[config.mk]
export PLATFORM = sky130hd
export DESIGN_NAME = otp_keypad_entry
export DESIGN_NICKNAME = d
export VERILOG_FILES = /design/src/rtl/otp_pkg.sv /design/src/rtl/btn_debounce.sv /design/src/rtl/otp_keypad_entry.sv
export SDC_FILE = /design/constraint.sdc
export NUM_CORES = 1
export LEC_CHECK = 0
export BUFFER_PORTS_ARGS = -buffer_cell sky130_fd_sc_hd__buf_2
export CORE_MARGIN = 2
export CORE_UTILIZATION = 54
export DETAILED_ROUTE_END_ITERATION = 6
export GPL_ROUTABILITY_DRIVEN = 0
export PLACE_DENSITY = 0.76
export SLEW_MARGIN = 15
export SYNTH_ARGS = -nofsm -noshare
export SYNTH_HDL_FRONTEND = slang
export SYNTH_SLANG_ARGS = --single-unit
[constraint.sdc]
create_clock -name clk -period 4.89 [get_ports clk]
set_input_delay 1.2225 -clock clk [delete_from_list [all_inputs] [get_ports clk]]
set_output_delay 1.2225 -clock clk [all_outputs]
set_load 0.03 [all_outputs]
[src/rtl/otp_pkg.sv]
// otp_pkg: shared FSM type, BCD constants and digit increment helper for otp_keypad_entry
package otp_pkg;
  typedef enum logic [1:0] {IDLE = 2'd0, ENTRY = 2'd1, DONE = 2'd2} state_t;
  localparam logic [3:0] BCD_MAX = 4'd9;
  localparam logic [1:0] DIGIT_MSB = 2'd3;
  function automatic logic [3:0] bcd_inc(input logic [3:0] d);
    return d >= BCD_MAX ? 4'd0 : d + 4'd1;
  endfunction
endpackage

[src/rtl/btn_debounce.sv]
// btn_debounce: 2-flop synchronizer, debouncer (present only with OTP_DEBOUNCE_EN) and rising-edge detector
module btn_debounce #(
  parameter int DEB_CYCLES = 100000
) (
  input  logic clk,
  input  logic rst,
  input  logic btn,
  output logic press
);
  logic s1, s2, level, level_q, armed;
  logic [1:0] settle;
  if (DEB_CYCLES < 1) begin : g_bad
    $error("DEB_CYCLES must be at least 1");
  end
`ifdef OTP_DEBOUNCE_EN
  localparam int CW = $clog2(DEB_CYCLES + 1);
  logic [CW-1:0] cnt;
  // level rises on the DEB_CYCLES-th consecutive high sample; any low sample restarts the count
  always_ff @(posedge clk)
    if (rst) begin
      cnt <= '0;
      level <= 1'b0;
    end else begin
      cnt <= !s2 ? '0 : cnt == CW'(DEB_CYCLES) ? cnt : cnt + 1'b1;
      level <= s2 && cnt >= CW'(DEB_CYCLES - 1);
    end
`else
  assign level = s2;
`endif
  // synchronizer and edge detect; a button held across reset stays disarmed until seen released
  always_ff @(posedge clk)
    if (rst) begin
      {s1, s2, level_q, press, armed} <= '0;
      settle <= '0;
    end else begin
      s1 <= btn;
      s2 <= s1;
      settle <= {settle[0], 1'b1};
      armed <= armed | (settle[1] & ~s2);
      level_q <= level;
      press <= armed & level & ~level_q;
    end
endmodule

[src/rtl/otp_keypad_entry.sv]
// otp_keypad_entry: four-digit BCD OTP keypad entry FSM; button debouncing enabled by OTP_DEBOUNCE_EN
module otp_keypad_entry
  import otp_pkg::*;
#(
  parameter int DEB_CYCLES = 100000
) (
  input  logic        clk,
  input  logic        rst,
  input  logic        btn_inc,
  input  logic        btn_next,
  input  logic        btn_enter,
  input  logic        btn_clr,
  input  logic        lock,
  output logic [15:0] user_otp,
  output logic [1:0]  digit_sel,
  output logic        entry_active,
  output logic        otp_valid
);
  logic [3:0] raw, ev;
  state_t state, state_n;
  logic [15:0] otp_n, base;
  logic [1:0] sel_n, bsel;
  logic valid_n;
  assign raw = {btn_clr, btn_enter, btn_next, btn_inc};
  for (genvar i = 0; i < 4; i++) begin : g_btn
    btn_debounce #(.DEB_CYCLES(DEB_CYCLES)) u_btn (
      .clk(clk),
      .rst(rst),
      .btn(raw[i]),
      .press(ev[i])
    );
  end
  // state and datapath registers
  always_ff @(posedge clk)
    if (rst) begin
      state <= IDLE;
      user_otp <= '0;
      digit_sel <= DIGIT_MSB;
      otp_valid <= 1'b0;
    end else begin
      state <= state_n;
      user_otp <= otp_n;
      digit_sel <= sel_n;
      otp_valid <= valid_n;
    end
  assign entry_active = state == ENTRY;
  assign base = state == ENTRY ? user_otp : '0;
  assign bsel = state == ENTRY ? digit_sel : DIGIT_MSB;
  // next state: clr > enter > next > inc, everything discarded while locked; IDLE/DONE edits start blank on digit 3
  always_comb begin
    state_n = state;
    otp_n = user_otp;
    sel_n = digit_sel;
    valid_n = 1'b0;
    if (!lock) begin
      if (ev[3]) begin
        state_n = IDLE;
        otp_n = '0;
        sel_n = DIGIT_MSB;
      end else if (ev[2]) begin
        if (state == ENTRY) begin
          state_n = DONE;
          valid_n = 1'b1;
        end
      end else if (ev[1]) begin
        if (state != DONE) begin
          state_n = ENTRY;
          sel_n = bsel - 2'd1;
        end
      end else if (ev[0]) begin
        state_n = ENTRY;
        sel_n = bsel;
        otp_n = base;
        otp_n[{bsel, 2'b00} +: 4] = bcd_inc(base[{bsel, 2'b00} +: 4]);
      end
    end
  end
endmodule

==> Yosys cells after proc, flatten, opt, wreduce, memory -nomap -nowiden <==
Index checks and enable logic that the tools add are counted.
{ "classes": {"mux": 24, "shifts": 3, "n_eq_ne": 7, "n_reduce_logical": 7, "order_cmp": 1, "addsub": 3, "n_bitwise": 26} }
{ "op_table": {"columns": ["op", "count"], "rows": [
  ["$mux W16", 5],
  ["$mux W2", 12],
  ["$bwmux W16", 1],
  ["$shift A4 B6 Y16 const A", 1],
  ["$shiftx A16 B5 Y4", 1],
  ["$shiftx A4 B6 Y16", 1],
  ["$and A1 B1 Y1", 12],
  ["$reduce_and A4 Y1", 3],
  ["$not A1 Y1", 10],
  ["$ne A3 B2 Y1 const B", 2],
  ["$neg A4 Y6", 1],
  ["$mux W1", 5],
  ["$add A4 B1 Y4 const B", 1],
  ["$ge A4 B4 Y1 const B", 1],
  ["$mux W4", 1],
  ["$ne A2 B1 Y1 const B", 2],
  ["$ne A4 B2 Y1 const B", 1],
  ["$or A1 B1 Y1", 4],
  ["$reduce_bool A4 Y1", 1],
  ["$reduce_or A4 Y1", 1],
  ["$reduce_bool A3 Y1", 1],
  ["$eq A2 B1 Y1 const B", 1],
  ["$ne A2 B2 Y1 const B", 1],
  ["$reduce_bool A2 Y1", 1],
  ["$sub A2 B1 Y2 const B", 1]
]} }
{ "word_totals": {"inputBits": 7, "ff_bits": 49, "word_cells": 103} }

==> Logic depth before layout (Yosys ltp) <==
Gate-level depths: netlist of the first run.
{ "logic_depth": {"word_depth": 11, "ltp_mapped": 12, "ltp_nobuf": 11} }

==> Hierarchy <==
From an unflattened synthesis of the first run, not the netlist that was laid out.
{ "unflattened": {"hier_cells": 256, "area_unflattened_um2": 2337.2} }
{ "by_module_without_submodules": {"columns": ["mod", "area_per_inst_um2", "cells_each", "instances", "seq_area_each_um2"], "rows": [
  ["otp_keypad_entry", 1511.4, 192, 1, 420.4],
  ["btn_debounce", 206.4, 16, 4, 140.1]
]} }

==> Least setup slack after synthesis of the first run <==
No wires, ideal clock.
{ "synth_timing": {"path_type": "register -> register", "start": "register digit_sel[0]", "end": "register user_otp[3]", "path_slack_ps": 2188, "n_path_buf": 1, "setup_time_ps": 58, "synth_period_minus_slack_ps": 2702, "required_time_ps": 4832, "arrival_time_ps": 2644, "path_stages_with_launch": 11, "path_cell_list": "dfxtp_1 clkbuf_4 mux4_2 nand2_1 inv_1 ha_1 nand2b_1 or4b_1 o31a_2 nor2_1 o22a_1"} }
{ "synth_via": {"elab_chain_cells": 10, "elab_cells_between_ends": 13, "cone_classes": "2 x add/sub; 1 x order compare; 3 x shift; 7 x mux"} }
{ "synth_lines": {"columns": ["item", "line", "source"], "rows": [
  ["start, declared", "otp_keypad_entry.sv:15", "output logic [1:0] digit_sel,"],
  ["start signal, assigned", "otp_keypad_entry.sv:43", "digit_sel <= sel_n;"],
  ["$mux W2 (*)", "otp_keypad_entry.sv:48", "assign bsel = state == ENTRY ? digit_sel : DIGIT_MSB;"],
  ["$shiftx A16 B5 Y4", "otp_keypad_entry.sv:74", "otp_n[{bsel, 2'b00} +: 4] = bcd_inc(base[{bsel, 2'b00} +: 4]);"],
  ["$add A4 B1 Y4 / $ge A4 B4 Y1 (equally long branches)", "otp_pkg.sv:7", "return d >= BCD_MAX ? 4'd0 : d + 4'd1;"],
  ["$mux W4", "otp_pkg.sv:7", null],
  ["$shiftx A4 B6 Y16", "otp_keypad_entry.sv:74", null],
  ["$bwmux W16 (*)", "otp_keypad_entry.sv:74", null],
  ["$mux W16 (*)", "otp_keypad_entry.sv:70", "end else if (ev[0]) begin"],
  ["$mux W16 (*)", "otp_keypad_entry.sv:65", "end else if (ev[1]) begin"],
  ["$mux W16 (*)", "otp_keypad_entry.sv:60", "end else if (ev[2]) begin"],
  ["$mux W16 (*)", "otp_keypad_entry.sv:56", "if (ev[3]) begin"],
  ["end signal, assigned", "otp_keypad_entry.sv:42", "user_otp <= otp_n;"],
  ["end, declared", "otp_keypad_entry.sv:14", "output logic [15:0] user_otp,"]
]} }
Every way passes the cells marked *; elsewhere a longest branch is shown, timed or not. The select of a mux whose other input is x is not followed.
A chain may end at the register's enable or synchronous reset.

==> Worst setup path after layout of the first run <==
{ "layout_timing": {"start": "register state[1]", "end": "output port entry_active"} }
{ "layout_via": {"elab_chain_cells": 1} }
{ "layout_lines": {"columns": ["item", "line", "source"], "rows": [
  ["start, declared", "otp_keypad_entry.sv:20", "state_t state, state_n;"],
  ["start signal, assigned", "otp_keypad_entry.sv:41", "state <= state_n;"],
  ["$eq A2 B1 Y1", "otp_keypad_entry.sv:46", "assign entry_active = state == ENTRY;"],
  ["end, declared", "otp_keypad_entry.sv:16", "output logic entry_active,"]
]} }
No other way between the ends.

==> results of run 1 <==
critical path: cells and delay by family, from the launching register on:
| kind | cells | cell delay (ns) |
|---|---|---|
| and+or+nand+nor | 1 | 0.31 |
| DFF | 1 | 0.41 |
| buffers and inverters | 2 | 0.84 |
power groups by stage:
stage / clock, mW / combinational, mW / sequential, mW
6_report: 0.236 / 0.0349 / 0.368
3_3_place_gp: 0 / 0.0342 / 0.376
3_5_place_dp: 0 / 0.0344 / 0.376
5_1_grt: 0.254 / 0.0389 / 0.370
2_1_floorplan: 0 / 0.0282 / 0.373
4_1_cts: 0.240 / 0.0346 / 0.368
flip-flops by register name, indices dropped and copies added (netlist names), 2 cells and up:
signal               count
state                    2
digit_sel                2
g_btn.u_btn.press        4
g_btn.u_btn.level        4
g_btn.u_btn.armed        4
user_otp                16
g_btn.u_btn.level_q      4
g_btn.u_btn.s1           4
g_btn.u_btn.settle       2
logic make-up after synthesis:
kind of cell	count (synthesis)	share of synthesized area
adder cells (fa/ha/maj)	8	0.0493
AND/OR/NAND/NOR	90	0.251
AO/OA/AOI/OAI	51	0.165
flip-flops	43	0.424
buffers and inverters	25	0.0511
multiplexers	6	0.0548
XOR/XNOR	1	0.00431
cell type report:
class | instances | share of cell area
Tap cell | 48 | 0.0265
Timing Repair Buffer | 26 | 0.0574
Clock inverter | 3 | 0.0105
Sequential cell | 43 | 0.380
Multi-Input combinational cell | 156 | 0.470
Inverter | 15 | 0.0248
Clock buffer | 5 | 0.0304
cells in the final DEF (no fill, tap or decap), types with 3 or more instances in the layout:
cell type | netlist | layout
nand4_1 | 3 | 3
buf_2 | 1 | 26
ha_1 | 8 | 8
o31ai_1 | 3 | 3
nand2b_1 | 3 | 3
nor3_1 | 7 | 7
nand2_1 | 23 | 23
o21ai_0 | 6 | 6
nor2_1 | 20 | 20
a31oi_1 | 4 | 4
nand3_1 | 4 | 4
inv_1 | 13 | 13
mux4_2 | 4 | 4
nor2b_1 | 9 | 9
clkbuf_8 | 0 | 5
dfxtp_1 | 43 | 43
o21ai_1 | 5 | 5
a21oi_1 | 15 | 15
nor4b_1 | 6 | 6
worst paths after layout:
path	from	end	slack, ns	cells past startpoint
min	g_btn[1].u_btn.level_q	g_btn[1].u_btn.press	0.39	1
max	state[1]	entry_active	1.79	3
max reg2reg	state[1]	user_otp[5]	1.96	9
min reg2reg	g_btn[1].u_btn.level_q	g_btn[1].u_btn.press	0.39	1
per-layer routing:
metal,global-route usage,up-vias
met4,0.0911,0
met3,0.0428,8
met5,0,-
met2,0.344,68
li1,-,844
met1,0.329,794
stage by stage:
stage | power [mW] | util | instances | hold WS [ns]
global placement | 0.411 | 0.598 | 288 | 0.377
floorplan | 0.401 | - | 224 | 0.374
global route | 0.663 | 0.624 | 296 | 0.415
CTS | 0.643 | 0.624 | 296 | 0.395
detailed placement | 0.411 | 0.598 | 288 | 0.381
finish | 0.639 | 0.624 | 296 | 0.393
==> key figures, run 1 <==
Logic synthesis
  • FFs w/ async S/R, synth: 0
  • Commonest cells post-synth: dfxtp_1 (43), nand2_1 (23), nor2_1 (20)
  • Syn Inst Count: 224
  • Top-count cell post-synth: dfxtp_1
  • Post-synth cell types: 53
  • Syn_nets: 239
  • Top FF cell, synth: dfxtp_1
  • Top post-synthesis cells by area: dfxtp_1 (42%), ha_1 (4.9%), mux4_2 (4.4%)
  • Area leader, netlist: dfxtp_1
  • Post-Syn Area: 2030 µm²
  • Yosys warnings: 0
  • Number of enable flip-flop cells after synthesis: 0
  • Synth top area share: 0.424
  • Register area share after synthesis: 0.424
  • Syn avg cell area: 9.07 µm²
  • Synthesized flop and latch total: 43

Clock network
  • CTS tree: done
  • Clk slew on worst S/H paths: 0.09 ns
  • Root buffer cell: clkbuf_8
  • Clock Path Buffers: 2
  • Post-CTS setup buffer count: 0
  • Worst-skew pair later-pin latency: 0.31 ns
  • Hold_buf cts: 0
  • Num CTS Buffers: 5
  • Number of H-tree levels: 2
  • Post-cts sizing count: 0
  • Number of clock sinks: 43

Power and ir drop
  • Sequential share of power: 0.576
  • LEAKAGE: 0.918 nW
  • Pint: 474 µW
  • Sw Ratio: 0.258
  • PD cells: 282 nW/µm²
  • Clock network fraction of total power: 0.369
  • Peak VDD IR: 0.000255 V
  • Net switching power: 165 µW
  • Comb pwr share: 0.055

Drt
  • Met3 routed WL: 321 µm
  • DRC viols: 0
  • Initial DRC count: 123
  • DR WL met2: 1960 µm
  • Vias per inst: 5.79
  • Top Layer Used: met4
  • Post-Route WL: 4470 µm
  • Via total after detailed routing: 1714
  • Antenna Nets Post-Route: 0
  • Avg WL per Cell: 15.1 µm
  • Met1 wire length: 2100 µm
  • DRT Pass-1 Iters: 4

Worst setup path
  • Critical-path top delay cell: clkinv_1
  • Crit path required time: 3.67 ns
  • Critical Path, Cell by Cell: nand2b_1 > clkinv_1 > buf_2
  • Critical path data arrival time: 1.88 ns
  • Kind of critical path: reg -> out
  • Peak per-stage delay on the critical path: 0.49 ns
  • Crit path max fanout: 17
  • Startpoint Class: register
  • Endpoint type of the worst setup path: output port

STA
  • Final TNS setup: 0 ns
  • Setup ws final: 1.79 ns
  • Fin crit share: 0.634
  • RSZ-0062 raised after global routing: no
  • Final hold vios: 0
  • Pins Over Slew Limit: 0
  • Worst relative slew slack: 0.564
  • Achievable frequency: 0.323 GHz
  • Actual slew at the worst max-slew pin: 0.654 ns
  • Worst Skew: 0.00684 ns
  • Fin crit period: 3.10 ns
  • Final setup fails: 0

Hold path
  • Hold crit path type: reg -> reg

Place
  • IO buf count: 26
  • Hpwl dp: 3120 µm
  • Dpl ws: 2.04 ns
  • Area after DPL: 2170 µm²

Floorplan
  • Die Wd: 65.3 µm
  • # rows: 22
  • Top Ports: 27
  • Core box area: 3630 µm²
  • Die H: 65.3 µm
  • Initial Util: 0.559
  • Die Footprint: 4270 µm²

Global route
  • Grt ovf: 0
  • Number of global-route vias before repair: 1536
  • Antenna violations before repair: 0
  • Largest net degree at the start of global routing: 39
  • Global-route wire length before repair: 7450 µm
  • Total track usage: 0.230

Finish
  • Multi-input logic area: 1070 µm²
  • # diodes: 0
  • Share of layout cells above drive strength 1: 0.194
  • Nets: 262
  • Register area: 861 µm²
  • Layout fillers: 339
  • Final instance area: 2270 µm²
  • Layout area overhead: 11.6%

Status
  • Status: complete, no violations

Run
  • MaxCap Viol Count: 0
(Power assumes the default switching activity.)
==> run 2, diff against run 1 <==
CORE_UTILIZATION = 51   (was 54)
clock period = 2.7 ns   (was 4.89 ns; I/O delays follow)
==> run 2 against run 1 <==
Compared with the run above:
- power is 83% higher
- first-iteration DRC count rose by 6.5%
- highest routed layer unchanged
- clock skew down 0.00089 ns
- via count is 1.9% higher
- largest power group unchanged
- global-route usage down 0.57 points
- sequential share of layout area is 0.75 points lower
==> key figures, run 2 (synthesized netlist as in run 1, its figures left out) <==
STA
  • Achievable frequency: 0.396 GHz
  • Final setup fails: 0
  • Hold slack: 0.391 ns
  • Actual slew at the worst max-slew pin: 0.622 ns
  • Worst Skew: 0.00594 ns
  • Worst relative slew slack: 0.581
  • Fin crit share: 0.936
  • Final hold vios: 0
  • RSZ-0062 raised after global routing: no
  • Pins Over Slew Limit: 0
  • Fin crit period: 2.53 ns
  • Final TNS setup: 0 ns
  • Setup ws final: 0.174 ns

Worst setup path
  • Launching point of the worst reg2reg path: state[1]
  • Crit path max fanout: 9
  • Crit path required time: 2.95 ns
  • Critical path data arrival time: 2.77 ns
  • Kind of critical path: reg -> reg
  • Peak per-stage delay on the critical path: 0.58 ns
  • Crit path to: user_otp[12]
  • RR Endpoint: user_otp[12]
  • Worst Setup SP: state[1]
  • Top cell by count, worst path: nand2b_1
  • FF-to-FF path depth: 8
  • Setup slack, reg-to-reg: 0.17 ns
  • Critical-path top delay cell: nor4_1
  • Endpoint type of the worst setup path: register
  • Critical Path, Cell by Cell: nand2b_1 > clkinv_1 > nand2b_1 > inv_1 > ha_1 > nor4_1 > nand3_1 > a2bb2o_1
  • Startpoint Class: register

Drt
  • Antenna Nets Post-Route: 0
  • Avg WL per Cell: 14.9 µm
  • Post-Route WL: 4470 µm
  • DRT Pass-1 Iters: 4
  • Via total after detailed routing: 1746
  • Vias per inst: 5.80
  • Initial DRC count: 131
  • DRC viols: 0

Finish
  • Layout fillers: 341
  • Nets: 267
  • Final instance area: 2310 µm²
  • Layout area overhead: 14.0%
  • Most frequent cells in the layout: dfxtp_1 (42), buf_2 (26), nand2_1 (23)
  • Commonest non-fill, non-tap cell in the layout: dfxtp_1
  • Max reg flops: 16
  • Most flop-heavy register: user_otp
  • # diodes: 0
  • Share of layout cells above drive strength 1: 0.217

Clock network
  • Clk slew on worst S/H paths: 0.08 ns
  • Number of clock sinks: 43
  • Number of H-tree levels: 2
  • Num CTS Buffers: 5
  • CTS tree: done
  • Worst-skew pair later-pin latency: 0.30 ns
  • Clock Path Buffers: 2
  • Root buffer cell: clkbuf_8

Floorplan
  • Initial Util: 0.542
  • # rows: 22
  • Die H: 67.1 µm
  • Top Ports: 27
  • Die Footprint: 4500 µm²
  • Core box area: 3740 µm²
  • Die Wd: 67.1 µm

Hold path
  • Hold crit path type: reg -> reg
  • Min-delay src: g_btn[2].u_btn.level_q

Place
  • Dpl ws: 0.249 ns
  • Area after DPL: 2210 µm²
  • Hpwl dp: 3310 µm
  • IO buf count: 26

Run
  • MaxCap Viol Count: 0

Power and ir drop
  • Clock network fraction of total power: 0.372
  • Pint: 888 µW
  • Comb pwr share: 0.061
  • Net switching power: 279 µW
  • Post-layout power: 1.17 mW
  • Sequential share of power: 0.567
  • Peak VDD IR: 0.000412 V
  • LEAKAGE: 0.953 nW
  • PD cells: 504 nW/µm²
  • Sw Ratio: 0.239

Global route
  • Number of global-route vias before repair: 1581
  • Grt ovf: 0
  • Total track usage: 0.225
  • Antenna violations before repair: 0
  • Largest net degree at the start of global routing: 24
  • Global-route wire length before repair: 7530 µm

Status
  • Status: complete, no violations
run 2: cell types whose count changed in the layout (fill, tap and decap cells not counted), sizes merged:
cell | before | now
buf | 26 | 31
clkinvlp | 2 | 0
clkbuf | 5 | 6
clkinv | 1 | 2
run 2: metrics by stage:
stage,std cells,util
finish,301,0.618
global placement,293,0.591
detailed placement,293,0.591
floorplan,224,-
CTS,301,0.617
global route,301,0.618
run 2: final cells by class:
type / count / area (µm²) / area share
clock buffer: 6 / 82.6 / 0.0357
clock inverter: 2 / 13.8 / 0.00595
inverter: 15 / 56.3 / 0.0243
multi-input combinational: 156 / 1070 / 0.463
sequential: 43 / 862 / 0.372
tap: 48 / 60.1 / 0.0259
timing repair buffer: 31 / 168 / 0.0724
run 2: routing by layer:
metal / GRT usage / wire [µm] / up-vias
met5: 0 / 0 / -
met4: 0.0969 / 80 / 0
met3: 0.0524 / 294 / 9
met2: 0.314 / 1900 / 62
met1: 0.328 / 2200 / 814
li1: - / - / 861
run 2: power groups by stage:
stage	clock, mW	sequential (mW)	combinational, mW
after floorplan	0	0.676	0.0512
after global placement	0	0.676	0.0697
after detailed placement	0	0.677	0.0707
after CTS	0.444	0.662	0.0714
after global routing	0.472	0.665	0.0799
final	0.434	0.662	0.0712
run 2: worst min path at each step:
| stage | endpoint | slack (ns) | depth (start not counted) |
|---|---|---|---|
| after global placement | g_btn[2].u_btn.press | 0.38 | 1 |
| after detailed placement | g_btn[2].u_btn.press | 0.38 | 1 |
| after CTS | g_btn[2].u_btn.press | 0.39 | 1 |
| final | g_btn[2].u_btn.press | 0.39 | 1 |
| after floorplan | g_btn[0].u_btn.press | 0.37 | 1 |
| after global routing | g_btn[3].u_btn.press | 0.40 | 1 |
run 2: timing repair:
action,in CTS,in global routing
hold buffers,0,0
resized for setup,0,1
buffers inserted,0,0
endpoints found under the setup margin,0,2
run 2: critical path, delay by kind of cell, from the launching register on:
kind / cells / cell delay, ns
DFF: 1 / 0.42
adders and majority gates: 1 / 0.25
buffers and inverters: 2 / 0.35
and+or+nand+nor: 4 / 1.17
AOI/OAI and AO/OA: 1 / 0.28
